[src/rtl/can_rx_deframer_if.sv]
// can_rx_deframer_if: sampled-bit input and parallel frame output bundle of the CAN receive deframer
interface can_rx_if;
    logic        bit_valid;
    logic        bit_in;
    logic        busy;
    logic        frame_valid;
    logic [10:0] rx_id;
    logic [3:0]  rx_dlc;
    logic [63:0] rx_data;
    logic [14:0] rx_crc;
    logic [3:0]  rx_src;
    logic        stuff_err;
    logic        form_err;
    logic        crc_err;
    modport master (
        output bit_valid, bit_in,
        input  busy, frame_valid, rx_id, rx_dlc, rx_data, rx_crc, rx_src, stuff_err, form_err, crc_err
    );
    modport slave (
        input  bit_valid, bit_in,
        output busy, frame_valid, rx_id, rx_dlc, rx_data, rx_crc, rx_src, stuff_err, form_err, crc_err
    );
endinterface

[src/rtl/can_rx_deframer.sv]
// can_rx_deframer: destuffs sampled CAN bits and parses one frame into parallel fields; CRC check under CAN_RX_CRC_CHECK_EN
module can_rx_deframer #(
    parameter int IDLE_BITS = 11,
    parameter int STUFF_LEN = 5,
    parameter int MAX_BYTES = 8
) (
    input logic     sys_clk,
    input logic     reset,
    can_rx_if.slave bus
);
    localparam int IW = $clog2(IDLE_BITS + 1);
    localparam int RW = $clog2(STUFF_LEN + 1);
    typedef enum logic [3:0] {WAIT_IDLE, IDLE, ID, CTRL, DLC, DATA, CRC, TRAIL, SRC, EOF} state_t;
    state_t        state, state_nxt;
    logic [IW-1:0] idle_cnt;
    logic [RW-1:0] run_cnt;
    logic          run_val;
    logic [6:0]    bit_cnt, data_len, field_len;
    logic [10:0]   id_sh;
    logic [3:0]    dlc_sh, src_sh, dlc_val, dlc_cap;
    logic [63:0]   data_sh;
    logic [14:0]   crc_sh;
    logic          in_frame, stuffed, stuff_bit, take, last, s_err, f_err, done, crc_fail;
    assign in_frame  = !(state inside {WAIT_IDLE, IDLE});
    assign stuffed   = state inside {ID, CTRL, DLC, DATA};
    assign stuff_bit = stuffed && run_cnt == RW'(STUFF_LEN);
    assign take      = bus.bit_valid && !stuff_bit;
    assign dlc_val   = {dlc_sh[2:0], bus.bit_in};
    assign dlc_cap   = dlc_val > 4'(MAX_BYTES) ? 4'(MAX_BYTES) : dlc_val;
    assign field_len = state == ID ? 7'd11 : state == CTRL ? 7'd2 : state == DLC || state == SRC ? 7'd4 :
                       state == DATA ? data_len : state == CRC ? 7'd15 : state == TRAIL ? 7'd3 : 7'd7;
    assign last      = bit_cnt == field_len - 7'd1;
    assign bus.busy  = in_frame;
`ifdef CAN_RX_CRC_CHECK_EN
    logic [14:0] crc_calc;
    logic        crc_bad;
    // CRC-15 over destuffed SOF..data; SOF is dominant so restarting from zero on it covers that bit
    always_ff @(posedge sys_clk) begin
        if (reset) begin
            crc_calc <= '0;
            crc_bad  <= 1'b0;
        end else if (bus.bit_valid && state == IDLE) begin
            crc_calc <= '0;
            crc_bad  <= 1'b0;
        end else if (take && stuffed) begin
            crc_calc <= {crc_calc[13:0], 1'b0} ^ ((bus.bit_in ^ crc_calc[14]) ? 15'h4599 : 15'h0000);
        end else if (take && state == CRC && last) begin
            crc_bad <= {crc_sh[13:0], bus.bit_in} != crc_calc;
        end
    end
    assign crc_fail = crc_bad;
`else
    assign crc_fail = 1'b0;
`endif
    // state register
    always_ff @(posedge sys_clk) state <= reset ? WAIT_IDLE : state_nxt;
    // next state plus error/completion decode for the bit being strobed
    always_comb begin
        state_nxt = state;
        s_err     = 1'b0;
        f_err     = 1'b0;
        done      = 1'b0;
        if (bus.bit_valid && stuff_bit) begin
            s_err     = bus.bit_in == run_val;
            state_nxt = s_err ? WAIT_IDLE : state;
        end else if (bus.bit_valid) begin
            case (state)
                WAIT_IDLE: state_nxt = bus.bit_in && idle_cnt == IW'(IDLE_BITS - 1) ? IDLE : WAIT_IDLE;
                IDLE:      state_nxt = bus.bit_in ? IDLE : ID;
                ID:        state_nxt = last ? CTRL : ID;
                CTRL: begin
                    f_err     = bus.bit_in;
                    state_nxt = f_err ? WAIT_IDLE : last ? DLC : CTRL;
                end
                DLC:       state_nxt = !last ? DLC : dlc_val == 4'd0 ? CRC : DATA;
                DATA:      state_nxt = last ? CRC : DATA;
                CRC:       state_nxt = last ? TRAIL : CRC;
                TRAIL: begin
                    f_err     = !bus.bit_in && bit_cnt != 7'd1;
                    state_nxt = f_err ? WAIT_IDLE : last ? SRC : TRAIL;
                end
                SRC:       state_nxt = last ? EOF : SRC;
                EOF: begin
                    f_err     = !bus.bit_in;
                    done      = bus.bit_in && last;
                    state_nxt = f_err || (done && crc_fail) ? WAIT_IDLE : done ? IDLE : EOF;
                end
                default:   state_nxt = WAIT_IDLE;
            endcase
        end
    end
    // idle/run/field counters, field shift registers and registered frame outputs
    always_ff @(posedge sys_clk) begin
        if (reset) begin
            idle_cnt        <= '0;
            run_cnt         <= '0;
            run_val         <= 1'b1;
            bit_cnt         <= '0;
            data_len        <= '0;
            id_sh           <= '0;
            dlc_sh          <= '0;
            src_sh          <= '0;
            data_sh         <= '0;
            crc_sh          <= '0;
            bus.frame_valid <= 1'b0;
            bus.stuff_err   <= 1'b0;
            bus.form_err    <= 1'b0;
            bus.crc_err     <= 1'b0;
            bus.rx_id       <= '0;
            bus.rx_dlc      <= '0;
            bus.rx_data     <= '0;
            bus.rx_crc      <= '0;
            bus.rx_src      <= '0;
        end else begin
            bus.frame_valid <= done && !crc_fail;
            bus.crc_err     <= done && crc_fail;
            bus.stuff_err   <= s_err;
            bus.form_err    <= f_err;
            if (done && !crc_fail) begin
                bus.rx_id   <= id_sh;
                bus.rx_dlc  <= dlc_sh;
                bus.rx_data <= data_sh;
                bus.rx_crc  <= crc_sh;
                bus.rx_src  <= src_sh;
            end
            if (state != WAIT_IDLE) idle_cnt <= '0;
            else if (bus.bit_valid) idle_cnt <= bus.bit_in ? idle_cnt + 1'b1 : '0;
            if (bus.bit_valid && state == IDLE && !bus.bit_in) begin
                run_val <= 1'b0;
                run_cnt <= RW'(1);
                bit_cnt <= '0;
                data_sh <= '0;
            end
            if (bus.bit_valid && stuffed) begin
                run_cnt <= !stuff_bit && bus.bit_in == run_val ? run_cnt + 1'b1 : RW'(1);
                run_val <= bus.bit_in;
            end
            if (take && in_frame) begin
                bit_cnt <= last ? '0 : bit_cnt + 7'd1;
                case (state)
                    ID:      id_sh <= {id_sh[9:0], bus.bit_in};
                    DLC: begin
                        dlc_sh   <= dlc_val;
                        data_len <= {dlc_cap, 3'b000};
                    end
                    DATA:    data_sh[6'(7'd63 - bit_cnt)] <= bus.bit_in;
                    CRC:     crc_sh <= {crc_sh[13:0], bus.bit_in};
                    SRC:     src_sh <= {src_sh[2:0], bus.bit_in};
                    default: ;
                endcase
            end
        end
    end
endmodule

[src/flat_wrapper.sv]
// flat-port wrapper written by rule: the top's interface ports become plain ports
module can_rx_deframer_flat 
#(
    parameter int IDLE_BITS = 11,
    parameter int STUFF_LEN = 5,
    parameter int MAX_BYTES = 8
)
  (sys_clk, reset, bus_bit_valid, bus_bit_in, bus_busy, bus_frame_valid, bus_rx_id, bus_rx_dlc, bus_rx_data, bus_rx_crc, bus_rx_src, bus_stuff_err, bus_form_err, bus_crc_err);
  can_rx_if bus_i ();
  input logic sys_clk;
  input logic reset;
  input wire logic [$bits(bus_i.bit_valid)-1:0] bus_bit_valid;
  input wire logic [$bits(bus_i.bit_in)-1:0] bus_bit_in;
  output wire logic [$bits(bus_i.busy)-1:0] bus_busy;
  output wire logic [$bits(bus_i.frame_valid)-1:0] bus_frame_valid;
  output wire logic [$bits(bus_i.rx_id)-1:0] bus_rx_id;
  output wire logic [$bits(bus_i.rx_dlc)-1:0] bus_rx_dlc;
  output wire logic [$bits(bus_i.rx_data)-1:0] bus_rx_data;
  output wire logic [$bits(bus_i.rx_crc)-1:0] bus_rx_crc;
  output wire logic [$bits(bus_i.rx_src)-1:0] bus_rx_src;
  output wire logic [$bits(bus_i.stuff_err)-1:0] bus_stuff_err;
  output wire logic [$bits(bus_i.form_err)-1:0] bus_form_err;
  output wire logic [$bits(bus_i.crc_err)-1:0] bus_crc_err;
  assign bus_i.bit_valid = bus_bit_valid;
  assign bus_i.bit_in = bus_bit_in;
  assign bus_busy = bus_i.busy;
  assign bus_frame_valid = bus_i.frame_valid;
  assign bus_rx_id = bus_i.rx_id;
  assign bus_rx_dlc = bus_i.rx_dlc;
  assign bus_rx_data = bus_i.rx_data;
  assign bus_rx_crc = bus_i.rx_crc;
  assign bus_rx_src = bus_i.rx_src;
  assign bus_stuff_err = bus_i.stuff_err;
  assign bus_form_err = bus_i.form_err;
  assign bus_crc_err = bus_i.crc_err;
  can_rx_deframer #(.IDLE_BITS(IDLE_BITS), .STUFF_LEN(STUFF_LEN), .MAX_BYTES(MAX_BYTES)) u_core (.sys_clk(sys_clk), .reset(reset), .bus(bus_i));
endmodule
[config.mk]
export PLATFORM = sky130hd
export DESIGN_NAME = can_rx_deframer_flat
export DESIGN_NICKNAME = d
export VERILOG_FILES = /design/src/rtl/can_rx_deframer_if.sv /design/src/rtl/can_rx_deframer.sv /design/src/flat_wrapper.sv
export SDC_FILE = /design/constraint.sdc
export NUM_CORES = 1
export LEC_CHECK = 0
export ABC_AREA = 0
export BUFFER_PORTS_ARGS = -buffer_cell sky130_fd_sc_hd__buf_2
export CAP_MARGIN = 20
export CORE_AREA = 2 2 144 146
export CTS_BUF_LIST = sky130_fd_sc_hd__clkbuf_8
export DETAILED_ROUTE_END_ITERATION = 10
export DIE_AREA = 0 0 146 148
export HOLD_SLACK_MARGIN = 0.08
export PLACE_DENSITY = 0.69
export REMOVE_ABC_BUFFERS = 1
export SYNTH_ARGS = -nofsm -noshare
export SYNTH_HDL_FRONTEND = slang
export SYNTH_SLANG_ARGS = --single-unit
[constraint.sdc]
create_clock -name sys_clk -period 3.5 [get_ports sys_clk]
set_input_delay 0.525 -clock sys_clk [delete_from_list [all_inputs] [get_ports sys_clk]]
set_output_delay 0.525 -clock sys_clk [all_outputs]
set_load 0.03 [all_outputs]
* After elaboration in Yosys (flattened, before gate mapping) *
Index checks and enable logic that the tools add are counted.

word-level totals
  register bits after elaboration = 222
  bits of input ports = 4
  output and inout port bits = 103
  word-level logic and storage cells = 121

operators by class
  add/subtract/negate cells = 5
  order comparisons = 3
  equal/unequal tests = 15
  multiplexer cells = 45
  bitwise gates (word level) = 2
  reduce and logical (&&, ||, !) cells = 32

operators by type and width
  kind                                                         count
  two-way mux 64 bit                                           4
  bitwise mux 64 bit                                           1
  two-way mux 7 bit                                            8
  two-way mux 4 bit                                            11
  case mux 4 bit (10 select lines)                             1
  == test 4 x 3 -> 1 bit (second input constant)               4
  two-way mux 3 bit                                            5
  == test 4 bit (second input constant)                        3
  logical AND 1 bit                                            12
  two-way mux 1 bit                                            10
  AND reduction 2 bit                                          5
  == test 4 x 2 -> 1 bit (second input constant)               2
  logical NOT 4 bit                                            2
  nonzero test 2 bit                                           4
  nonzero test 4 bit                                           2
  adder 7 x 1 -> 7 bit (second input constant)                 1
  == test 7 bit                                                1
  less-than comparator 6 x 7 -> 1 bit (second input constant)  1
  != test 7 x 1 -> 1 bit (second input constant)               1
  subtractor 7 x 1 -> 7 bit (second input constant)            1
  demux 1 bit (select 6 bit)                                   1
  >= comparator 6 x 1 -> 1 bit (second input constant)         1
  two-way mux 2 bit                                            3
  subtractor 6 bit (first input constant)                      1
  other kinds (13)                                             17

* Longest topological paths before layout *
Gate-level depths: netlist of the first run.

  depth after elaboration = 15
  gate-level depth with buffers = 12
  mapped depth without buffers = 8

* Worst setup path after synthesis of the first run *
Ideal clock, no wire load.

  path type = reg2reg
  start point = register u_core.state[3]
  end point = register u_core.bus.rx_data[41]
  setup time = 0.072 ns
  arrival = 2.531 ns
  data required time = 3.428 ns
  path slack = 0.898 ns
  cell stages (with the launch flop) = 13
  buffers on the path = 6
  clock period less this slack = 2.602 ns
  cell sequence = dfxtp_1 > buf_4 > nor4bb_1 > buf_2 > a21boi_1 > xor2_1 > a2111o_1 > buf_2 > nor4_2 > buf_4 > buf_6 > buf_8 > mux2i_1

on the way
  longest elaborated chain between the ends = 13
  elaborated cells on any way between the ends = 24
  those cells by class = add/sub: 1; eq/ne: 9; mux: 9; reduce/logical: 5

ends and longest elaborated chain
  item                            line                      text
  start, declared                 can_rx_deframer.sv:14     state_t state, state_nxt;
  start signal, assigned          can_rx_deframer.sv:56     always_ff @(posedge sys_clk) state <= reset ? WAIT_IDLE : state_nxt;
  == test 4 x 3 -> 1 bit          can_rx_deframer.sv:31     state == DATA ? data_len : state == CRC ? 7'd15 : state == TRAIL ? 7'd3 : 7'd7;
  two-way mux 3 bit               can_rx_deframer.sv:31
  two-way mux 7 bit (2 in a row)  can_rx_deframer.sv:31
  two-way mux 7 bit (3 in a row)  can_rx_deframer.sv:30     assign field_len = state == ID ? 7'd11 : state == CTRL ? 7'd2 : state == DLC || state == SRC ? 7'd4 :
  subtractor 7 x 1 -> 7 bit       can_rx_deframer.sv:32     assign last = bit_cnt == field_len - 7'd1;
  == test 7 bit                   can_rx_deframer.sv:32
  logical AND 1 bit               can_rx_deframer.sv:85     done = bus.bit_in && last;
  two-way mux 1 bit               can_rx_deframer.sv:67     case (state)
  two-way mux 1 bit               can_rx_deframer.sv:66     end else if (bus.bit_valid) begin
  two-way mux 1 bit (*)           can_rx_deframer.sv:63     if (bus.bit_valid && stuff_bit) begin
  end signal, assigned            can_rx_deframer.sv:122    bus.rx_data <= data_sh;
  end, declared                   can_rx_deframer_if.sv:21  output busy, frame_valid, rx_id, rx_dlc, rx_data, rx_crc, rx_src, stuff_err, form_err, crc_err

Mark *: on every way between the ends. The rest lies on a longest branch, timed or not.
A chain may end at the register's enable or synchronous reset.

* Final worst setup path of the first run *
  start point = register u_core.state[2]
  end point = register u_core.bus.rx_data[18]

Same word-level chain as after synthesis.

==> results.py, run 1 <==
metrics = {
    "status": {
        "outcome": "finished clean",
    },
    "worst_setup_path": {
        "cp_max_fo": 39,
        "crit_required_ps": 3960,
        "reg2reg_from": "u_core.state[2]$_SDFFE_PP0P_",
        "cp_data_arrival_time_ps": 3480,
        "endpoint_kind": "flop",
        "critical_path.startpoint": "u_core.state[2]$_SDFFE_PP0P_",
        "crit_path_start_kind": "flop",
        "critical_path_class": "reg2reg",
    },
    "synth": {
        "synth_edf_count": 0,
        "synth_flop_cell": "dfxtp_1",
        "synthArstFlopShare": 0,
        "yosysWarnings": 0,
        "synth-seq-cells": 222,
        "synth_area_um2": 9840,
        "syn_inst": 1185,
        "synth_cell_type_count": 64,
        "avgSynthCellArea_um2": 8.30,
        "synth-seq-area-share": 0.452,
    },
    "routing": {
        "ant_nets": 0,
        "via_count": 8464,
        "wl_per_cell_um": 14.8,
        "drt_iter0_drc": 613,
        "dr.pass1.iters": 5,
        "drt-total-wl_um": 22900,
        "drc": 0,
        "post_drt_via_cell_ratio": 5.46,
    },
    "die": {
        "initial_utilization": 0.491,
        "die-area_um2": 21600,
        "die_h_um": 148,
        "io_pins": 107,
        "row_count": 52,
        "core-area_um2": 20000,
        "fp.dieW_um": 146,
    },
    "power_and_ir_drop": {
        "p_per_area_nw_per_um2": 445,
        "ir_drop_mv": 0.284,
        "power_leakage_nw": 4.05,
    },
    "worst_hold_path": {
        "worstHoldStart": "u_core.data_sh[45]$_SDFF_PP0_",
        "hold_path_class": "reg2reg",
    },
    "layout": {
        "final_nets": 1260,
        "layout_commonest_cell": "nand2_1",
        "final_area_um2": 11300,
        "area_growth_pct": 15.1,
        "post-route-util": 0.565,
        "drive_above_1_share": 0.157,
        "diodes": 0,
        "final_cell_mix": "nand2_1, dfxtp_1, mux2i_1, buf_2, a21oi_1",
    },
    "cts": {
        "ctsResizeCount": 0,
        "cts_setup_buffers": 0,
        "cts-buffers-inserted": 38,
        "cts.path.max_buffers": 3,
        "clk_latency_ps": 540,
        "cts.sinks": 222,
        "cts_max_level": 2,
        "path_clk_slew_ps": 60,
        "root_buffer": "clkbuf_8",
        "cts_tree": "done",
        "postCtsHoldBufs": 0,
    },
    "sta": {
        "rsz0062_at_grt": "false",
        "finClkSkew_ps": 33.8,
        "final_max_slew_viol_count": 0,
        "slew_headroom": 0.403,
        "layout_min_cycle_time_ps": 3020,
        "worst_pin_slew_ps": 895,
        "max_freq_mhz": 331,
        "hold_ws_ps": 449,
        "fin_crit_sh": 0.863,
        "setup_ws_ps": 480,
        "finalSetupViolations": 0,
        "final-hold-violation-count": 0,
    },
    "placement": {
        "placed_cell_area_um2": 10500,
        "dp_slack_ps": 472,
        "gp_congestion": 0.863,
        "numPortBuffers": 105,
        "dp_hpwl_um": 14200,
    },
    "global_routing": {
        "grt_pass1_vias": 7779,
        "grt_overflow_total": 0,
        "grt.total_usage": 0.208,
        "grt_max_degree": 103,
        "grt_pass1_wl_um": 38500,
        "antenna_found_initial": 0,
    },
    "job": {
        "drv_cap": 0,
    },
}
metal layers:
layer | global-route usage | vias to the layer above | wire, um
li1 | - | 4230 | -
met1 | 0.286 | 3963 | 10900
met2 | 0.335 | 226 | 10400
met3 | 0.0373 | 45 | 1190
met4 | 0.0670 | 0 | 432
met5 | 0 | - | 0
cell type report:
class	instances	area, um2
Fill cell	1850	8710
Multi-Input combinational cell	845	4910
Sequential cell	222	4440
Timing Repair Buffer	131	773
Clock buffer	51	702
Tap cell	270	338
Clock inverter	18	111
Inverter	12	50.0
kinds of logic (layout without fill, tap and decap cells):
family	count (synthesis)	in the layout	share of synthesized area
compound gates	182	182	0.114
xor+xnor	7	7	0.00623
fa+ha+maj	6	6	0.00763
buf+inv	118	212	0.0523
flops	222	222	0.452
mux	111	111	0.113
other cells	1	1	0.000381
simple gates	538	538	0.255
report_power, final:
group | switching (W) | leakage, nW | internal (W) | total [W]
Clock | 0.00103 | 0.460 | 0.00138 | 0.00241
Sequential | 0.00000111 | 1.79 | 0.00253 | 0.00253
Combinational | 0.0000887 | 1.80 | 0.0000145 | 0.000103
path summary, 6_finish.rpt:
kind              slack [ps]  cells past startpoint                                  end
setup reg to reg         480                      8  u_core.bus.rx_data[18]$_SDFFE_PP0P_
hold / removal           450                      2  u_core.bus.rx_data[45]$_SDFFE_PP0P_
setup / recovery         480                      8  u_core.bus.rx_data[18]$_SDFFE_PP0P_
hold reg to reg          450                      2  u_core.bus.rx_data[45]$_SDFFE_PP0P_
registers in the layout (all words and copies together) (netlist names), 3 cells and up:
name	count
u_core.bus.rx_data	64
u_core.data_sh	64
u_core.bus.rx_crc	15
u_core.crc_sh	15
u_core.bus.rx_id	11
u_core.id_sh	11
u_core.bit_cnt	7
u_core.bus.rx_dlc	4
u_core.bus.rx_src	4
u_core.data_len	4
u_core.dlc_sh	4
u_core.idle_cnt	4
u_core.src_sh	4
u_core.state	4
u_core.run_cnt	3
cells in the mapped netlist (7+ instances only):
cell	count	area [um2]
nor3b_1	7	52.6
mux2i_1	111	1110
o311ai_0	14	123
inv_1	11	41.3
o211ai_1	8	60.1
o21ai_0	19	95.1
nand2_1	303	1140
nand3b_1	46	345
nor3_1	52	260
a21oi_1	102	510
clkbuf_1	83	312
or4_1	7	52.6
nand3_1	24	120
dfxtp_1	222	4440
buf_4	12	90.1
nor2_1	47	176
nor4_1	10	62.6
nand4_1	7	43.8
critical path, cell delays in order (launching register included):
cell and delay, ps:
dfxtp_1 340, buf_4 200, nor4bb_1 340, a21boi_1 230
xor2_1 90, a2111o_1 580, nor4_4 580, buf_12 330
mux2i_1 230
metrics by stage:
stage	TNS, ps	power, W	cells
after floorplan	-701300	0.00262	1079
after global placement	0	0.00269	1480
after detailed placement	0	0.00269	1480
after CTS	0	0.00510	1549
after global routing	0	0.00523	1549
final	0	0.00505	1549
(Power assumes the default switching activity.)
==> inputs of run 2 (changes only) <==
--- a/config.mk
+++ b/config.mk
@@ -14,7 +14,6 @@
 export DIE_AREA = 0 0 146 148
 export HOLD_SLACK_MARGIN = 0.08
 export PLACE_DENSITY = 0.69
-export REMOVE_ABC_BUFFERS = 1
 export SYNTH_ARGS = -nofsm -noshare
 export SYNTH_HDL_FRONTEND = slang
 export SYNTH_SLANG_ARGS = --single-unit
==> run 2 against run 1 <==
  * Count of clock-buffer cells in the layout shrank 5
  * Via count shrank 0.25%
  * Sequential power is essentially flat
  * Utilization shrank 0.42 points
  * Die area is the same
  * Critical path type unchanged
==> results.py, run 2 (synthesis gave the netlist of run 1 again) <==
metrics = {
    "status": {
        "outcome": "finished clean",
    },
    "placement": {
        "dp_hpwl_um": 14400,
        "dp_slack_ps": 512,
        "gp_congestion": 0.915,
        "numPortBuffers": 105,
    },
    "worst_setup_path": {
        "worst_path_most_repeated_cell": "buf_12",
        "crit_family": "compound AO/OA/AOI/OAI gates",
        "crit_path_start_kind": "flop",
        "slowest_delay_ps": 580,
        "endpoint_kind": "flop",
        "slowest_stage": "a2111o_1",
        "cp_max_fo": 25,
        "path_cells": "nor4bb_1 > a21boi_1 > xor2_1 > a2111o_1 > nor4_4 > buf_12 > buf_12 > mux2i_1",
        "critical_path_class": "reg2reg",
        "crit_required_ps": 3940,
        "cp_data_arrival_time_ps": 3450,
        "cp_num_buf_inv": 2,
    },
    "routing": {
        "via_count": 8443,
        "drt_iter0_drc": 629,
        "post_drt_via_cell_ratio": 5.47,
        "drc": 0,
        "wl_per_cell_um": 15.1,
        "ant_nets": 0,
        "dr.pass1.iters": 5,
        "drt-total-wl_um": 23300,
    },
    "sta": {
        "fin_crit_sh": 0.860,
        "layout_min_cycle_time_ps": 3010,
        "slew_headroom": 0.302,
        "setup_ws_ps": 491,
        "finalSetupViolations": 0,
        "finClkSkew_ps": 18.9,
        "worst_pin_slew_ps": 1050,
        "final_max_slew_viol_count": 0,
        "final-hold-violation-count": 0,
        "rsz0062_at_grt": "false",
        "tns_ps": 0,
        "max_freq_mhz": 332,
    },
    "global_routing": {
        "antenna_found_initial": 0,
        "grt_pass1_vias": 7832,
        "grt_overflow_total": 0,
        "grt.total_usage": 0.211,
        "grt_pass1_wl_um": 38500,
        "grt_max_degree": 102,
    },
    "layout": {
        "final_nets": 1258,
        "top_regs": "u_core.bus.rx_data x64, u_core.data_sh x64",
        "regArea_um2": 4440,
        "multi_input_area_um2": 4910,
        "drive_above_1_share": 0.149,
        "layout_commonest_cell": "nand2_1",
        "area_growth_pct": 14.3,
        "diodes": 0,
        "nFillCells": 1917,
        "final_cell_mix": "nand2_1, dfxtp_1, mux2i_1, buf_2, a21oi_1",
    },
    "cts": {
        "ctsResizeCount": 0,
        "clk_latency_ps": 530,
        "root_buffer": "clkbuf_8",
        "cts.path.max_buffers": 3,
        "cts_max_level": 2,
        "postCtsHoldBufs": 0,
        "cts_tree": "done",
        "path_clk_slew_ps": 60,
        "cts.sinks": 222,
        "cts_setup_buffers": 0,
        "cts-buffers-inserted": 38,
    },
    "synth": {
        "synth_nets": 1195,
    },
    "worst_hold_path": {
        "hold_path_class": "in2reg",
    },
    "power_and_ir_drop": {
        "p_sw_frac": 0.226,
        "p_int_w": 0.00380,
        "power_switching_w": 0.00111,
        "pwr-share-seq": 0.515,
        "p_per_area_nw_per_um2": 437,
        "power_leakage_nw": 4.02,
        "ir_drop_mv": 0.297,
        "p_comb_frac": 0.020,
        "total_power_w": 0.00491,
        "clock_power_share": 0.465,
    },
    "die": {
        "io_pins": 107,
        "row_count": 52,
        "core-area_um2": 20000,
        "fp.dieW_um": 146,
        "die_h_um": 148,
        "die-area_um2": 21600,
        "initial_utilization": 0.491,
    },
    "job": {
        "drv_cap": 0,
    },
}
[run 2: cell count changes in the layout (fill, tap and decap cells not counted), sizes merged]
| cell | before | now |
|---|---|---|
| clkinv | 5 | 1 |
| buf | 131 | 129 |
| clkbuf | 51 | 46 |
| inv | 23 | 28 |
[run 2: routing by layer]
metal	track usage	share of wire	up-vias
li1	-	-	4228
met1	0.278	0.46	3954
met2	0.352	0.47	215
met3	0.0420	0.055	46
met4	0.0612	0.020	0
met5	0	0	-
[run 2: stage by stage]
stage               utilization  hold slack (ps)  cell area [um2]  instances
detailed placement        0.524              444            10500       1478
CTS                       0.561              336            11200       1543
floorplan                     -              435             9840       1185
finish                    0.561              357            11200       1543
global route              0.561              358            11200       1543
global placement          0.524              439            10500       1478
[run 2: power by group through the flow]
stage	clock network [W]	logic [W]	registers [W]
after floorplan	0	0.0000749	0.00258
after global placement	0	0.0000997	0.00258
after detailed placement	0	0.0000986	0.00258
after CTS	0.00234	0.0000988	0.00253
after global routing	0.00246	0.000109	0.00253
final	0.00228	0.0000988	0.00253
[run 2: cell type report]
type,instances,area share
multi-input combinational,845,0.437
timing repair buffer,129,0.0675
clock buffer,46,0.0563
sequential,222,0.395
tap,270,0.0301
clock inverter,19,0.00980
inverter,12,0.00445
[run 2: path summary, 6_finish.rpt]
path | startpoint | endpoint | slack (ps) | depth (start not counted)
max | u_core.state[2]$_SDFFE_PP0P_ | u_core.bus.rx_data[23]$_SDFFE_PP0P_ | 490 | 8
min | reset | u_core.id_sh[8]$_SDFFE_PP0P_ | 360 | 2
max reg2reg | u_core.state[2]$_SDFFE_PP0P_ | u_core.bus.rx_data[23]$_SDFFE_PP0P_ | 490 | 8
min reg2reg | u_core.bus.rx_data[46]$_SDFFE_PP0P_ | u_core.bus.rx_data[46]$_SDFFE_PP0P_ | 450 | 2
==> inputs of run 3 (changes only) <==
--- a/config.mk
+++ b/config.mk
@@ -13,7 +13,7 @@
 export DETAILED_ROUTE_END_ITERATION = 10
 export DIE_AREA = 0 0 146 148
 export HOLD_SLACK_MARGIN = 0.08
-export PLACE_DENSITY = 0.69
+export PLACE_DENSITY = 0.7
 export SYNTH_ARGS = -nofsm -noshare
 export SYNTH_HDL_FRONTEND = slang
 export SYNTH_SLANG_ARGS = --single-unit
==> run 3 against run 2 <==
  * Sequential power barely moved
  * Utilization is 0.16 points lower
  * Setup slack worse by 79 ps
  * Critical path depth stayed put
  * Non-clock buffer count down 3
  * Clock power hardly changed
  * First-iteration DRC count grew 12%
  * Count of clock-buffer cells in the layout is 1 lower
  * Critical path type unchanged
  * Largest cell class unchanged
==> results.py, run 3 (synthesis gave the netlist of run 1 again) <==
metrics = {
    "global_routing": {
        "grt_pass1_wl_um": 38500,
        "grt_max_degree": 96,
        "grt_pass1_vias": 7799,
        "grt.total_usage": 0.209,
        "grt_overflow_total": 0,
        "antenna_found_initial": 0,
    },
    "worst_setup_path": {
        "endpoint_kind": "flop",
        "rrSetupSlack_ps": 410,
        "slowest_delay_ps": 600,
        "crit_required_ps": 3940,
        "reg2reg_from": "u_core.state[2]$_SDFFE_PP0P_",
        "cp_data_arrival_time_ps": 3520,
        "slowest_stage": "nor4_4",
        "r2r_end": "u_core.bus.rx_data[15]$_SDFFE_PP0P_",
        "critical_path_class": "reg2reg",
        "crit_family": "simple AND/OR/NAND/NOR gates",
        "reg2reg_depth": 8,
        "cp_num_buf_inv": 2,
        "crit_path_start_kind": "flop",
        "cp_max_fo": 39,
        "path_cells": "nor4bb_1 > buf_4 > nand2_1 > a2111oi_2 > o2bb2ai_2 > nor4_4 > buf_12 > mux2i_1",
    },
    "cts": {
        "cts_max_level": 2,
        "ctsResizeCount": 0,
        "cts-buffers-inserted": 37,
        "root_buffer": "clkbuf_8",
        "cts_tree": "done",
        "cts.path.max_buffers": 3,
        "clk_latency_ps": 520,
        "path_clk_slew_ps": 60,
        "cts_setup_buffers": 0,
        "postCtsHoldBufs": 0,
        "cts.sinks": 222,
    },
    "power_and_ir_drop": {
        "p_per_area_nw_per_um2": 435,
        "ir_drop_mv": 0.335,
        "power_leakage_nw": 3.99,
    },
    "layout": {
        "top_regs": "u_core.bus.rx_data x64, u_core.data_sh x64",
        "layout_commonest_cell": "nand2_1",
        "final_cell_mix": "nand2_1, dfxtp_1, mux2i_1, buf_2, a21oi_1",
        "post-route-util": 0.559,
        "final_nets": 1254,
        "diodes": 0,
        "nFillCells": 1878,
        "drive_above_1_share": 0.147,
        "area_growth_pct": 13.9,
    },
    "worst_hold_path": {
        "whs_path_depth": 2,
        "worstHoldStart": "reset",
        "min_to": "u_core.data_len[5]$_SDFFE_PP0P_",
        "hold_path_class": "in2reg",
    },
    "sta": {
        "worst_pin_slew_ps": 930,
        "finClkSkew_ps": 23.0,
        "fin_crit_sh": 0.882,
        "tns_ps": 0,
        "finalSetupViolations": 0,
        "slew_headroom": 0.380,
        "final_max_slew_viol_count": 0,
        "rsz0062_at_grt": "false",
        "max_freq_mhz": 324,
        "final-hold-violation-count": 0,
        "layout_min_cycle_time_ps": 3090,
    },
    "placement": {
        "gp_congestion": 0.929,
        "dp_hpwl_um": 14200,
        "numPortBuffers": 105,
    },
    "routing": {
        "drt-total-wl_um": 23100,
        "dr.pass1.iters": 5,
        "post_drt_via_cell_ratio": 5.49,
        "via_count": 8447,
        "ant_nets": 0,
        "drt_iter0_drc": 703,
        "drc": 0,
        "wl_per_cell_um": 15.1,
    },
    "die": {
        "core-area_um2": 20000,
        "row_count": 52,
        "die_h_um": 148,
        "io_pins": 107,
        "die-area_um2": 21600,
        "initial_utilization": 0.491,
        "fp.dieW_um": 146,
    },
    "synth": {
        "synth_nets": 1195,
    },
    "status": {
        "outcome": "finished clean",
    },
    "job": {
        "drv_cap": 0,
    },
}
==> run 3: cell types whose count changed in the layout (fill, tap and decap cells not counted) <==
| cell | change |
|---|---|
| inv_1 | -2 |
| inv_6 | +1 |
| clkinvlp_4 | -1 |
| buf_4 | -4 |
| clkinv_2 | +2 |
| clkbuf_8 | -1 |
| buf_12 | +1 |
| inv_8 | -1 |
==> run 3: how the worst max path moves through the flow <==
stage / from / to / cells past startpoint
6_report: u_core.state[2]$_SDFFE_PP0P_ / u_core.bus.rx_data[15]$_SDFFE_PP0P_ / 8
5_1_grt: u_core.state[2]$_SDFFE_PP0P_ / u_core.bus.rx_data[15]$_SDFFE_PP0P_ / 8
4_1_cts: u_core.state[2]$_SDFFE_PP0P_ / u_core.bus.rx_data[15]$_SDFFE_PP0P_ / 8
3_5_place_dp: u_core.state[2]$_SDFFE_PP0P_ / u_core.bus.rx_data[15]$_SDFFE_PP0P_ / 8
3_3_place_gp: u_core.state[2]$_SDFFE_PP0P_ / u_core.bus.rx_src[3]$_SDFFE_PP0P_ / 8
2_1_floorplan: u_core.state[3]$_SDFFE_PP0P_ / u_core.bus.rx_data[41]$_SDFFE_PP0P_ / 12
==> run 3: worst register-to-register path, delay by kind of cell (launching register included) <==
| kind | cells | cell delay [ps] |
|---|---|---|
| simple gates | 3 | 1100 |
| buf+inv | 2 | 560 |
| compound gates | 2 | 550 |
| flops | 1 | 510 |
| mux | 1 | 270 |
==> run 3: cell type report <==
| class | count | area [um2] | share of cell area |
|---|---|---|---|
| clock buffers | 45 | 619 | 0.0553 |
| clock inverters | 18 | 103 | 0.00915 |
| inverters | 12 | 50.0 | 0.00446 |
| multi-input cells | 845 | 4910 | 0.438 |
| flip-flops and latches | 222 | 4440 | 0.396 |
| well taps | 270 | 338 | 0.0301 |
| repair buffers | 126 | 748 | 0.0667 |
==> run 3: metal layers <==
| layer | global-route usage | up-vias | wire [um] |
|---|---|---|---|
| met4 | 0.0723 | 0 | 567 |
| met3 | 0.0454 | 51 | 1330 |
| met5 | 0 | - | 0 |
| met2 | 0.339 | 250 | 10700 |
| met1 | 0.276 | 3939 | 10500 |
| li1 | - | 4207 | - |
==> run 3: power by group <==
group / switching [W] / internal [W] / total [W]
registers: 0.00000106 / 0.00253 / 0.00253
clock network: 0.00102 / 0.00123 / 0.00225
logic: 0.0000857 / 0.0000124 / 0.0000981
==> run 3: stage by stage <==
step | power, W | hold WS, ps | std cells | setup slack [ps] | cell area (um2)
after floorplan | 0.00266 | 435 | 1185 | 898 | 9840
after global placement | 0.00268 | 439 | 1475 | 577 | 10500
after global routing | 0.00504 | 414 | 1538 | 110 | 11200
final | 0.00488 | 404 | 1538 | 412 | 11200
after detailed placement | 0.00268 | 444 | 1475 | 465 | 10500
after CTS | 0.00492 | 395 | 1538 | 426 | 11200
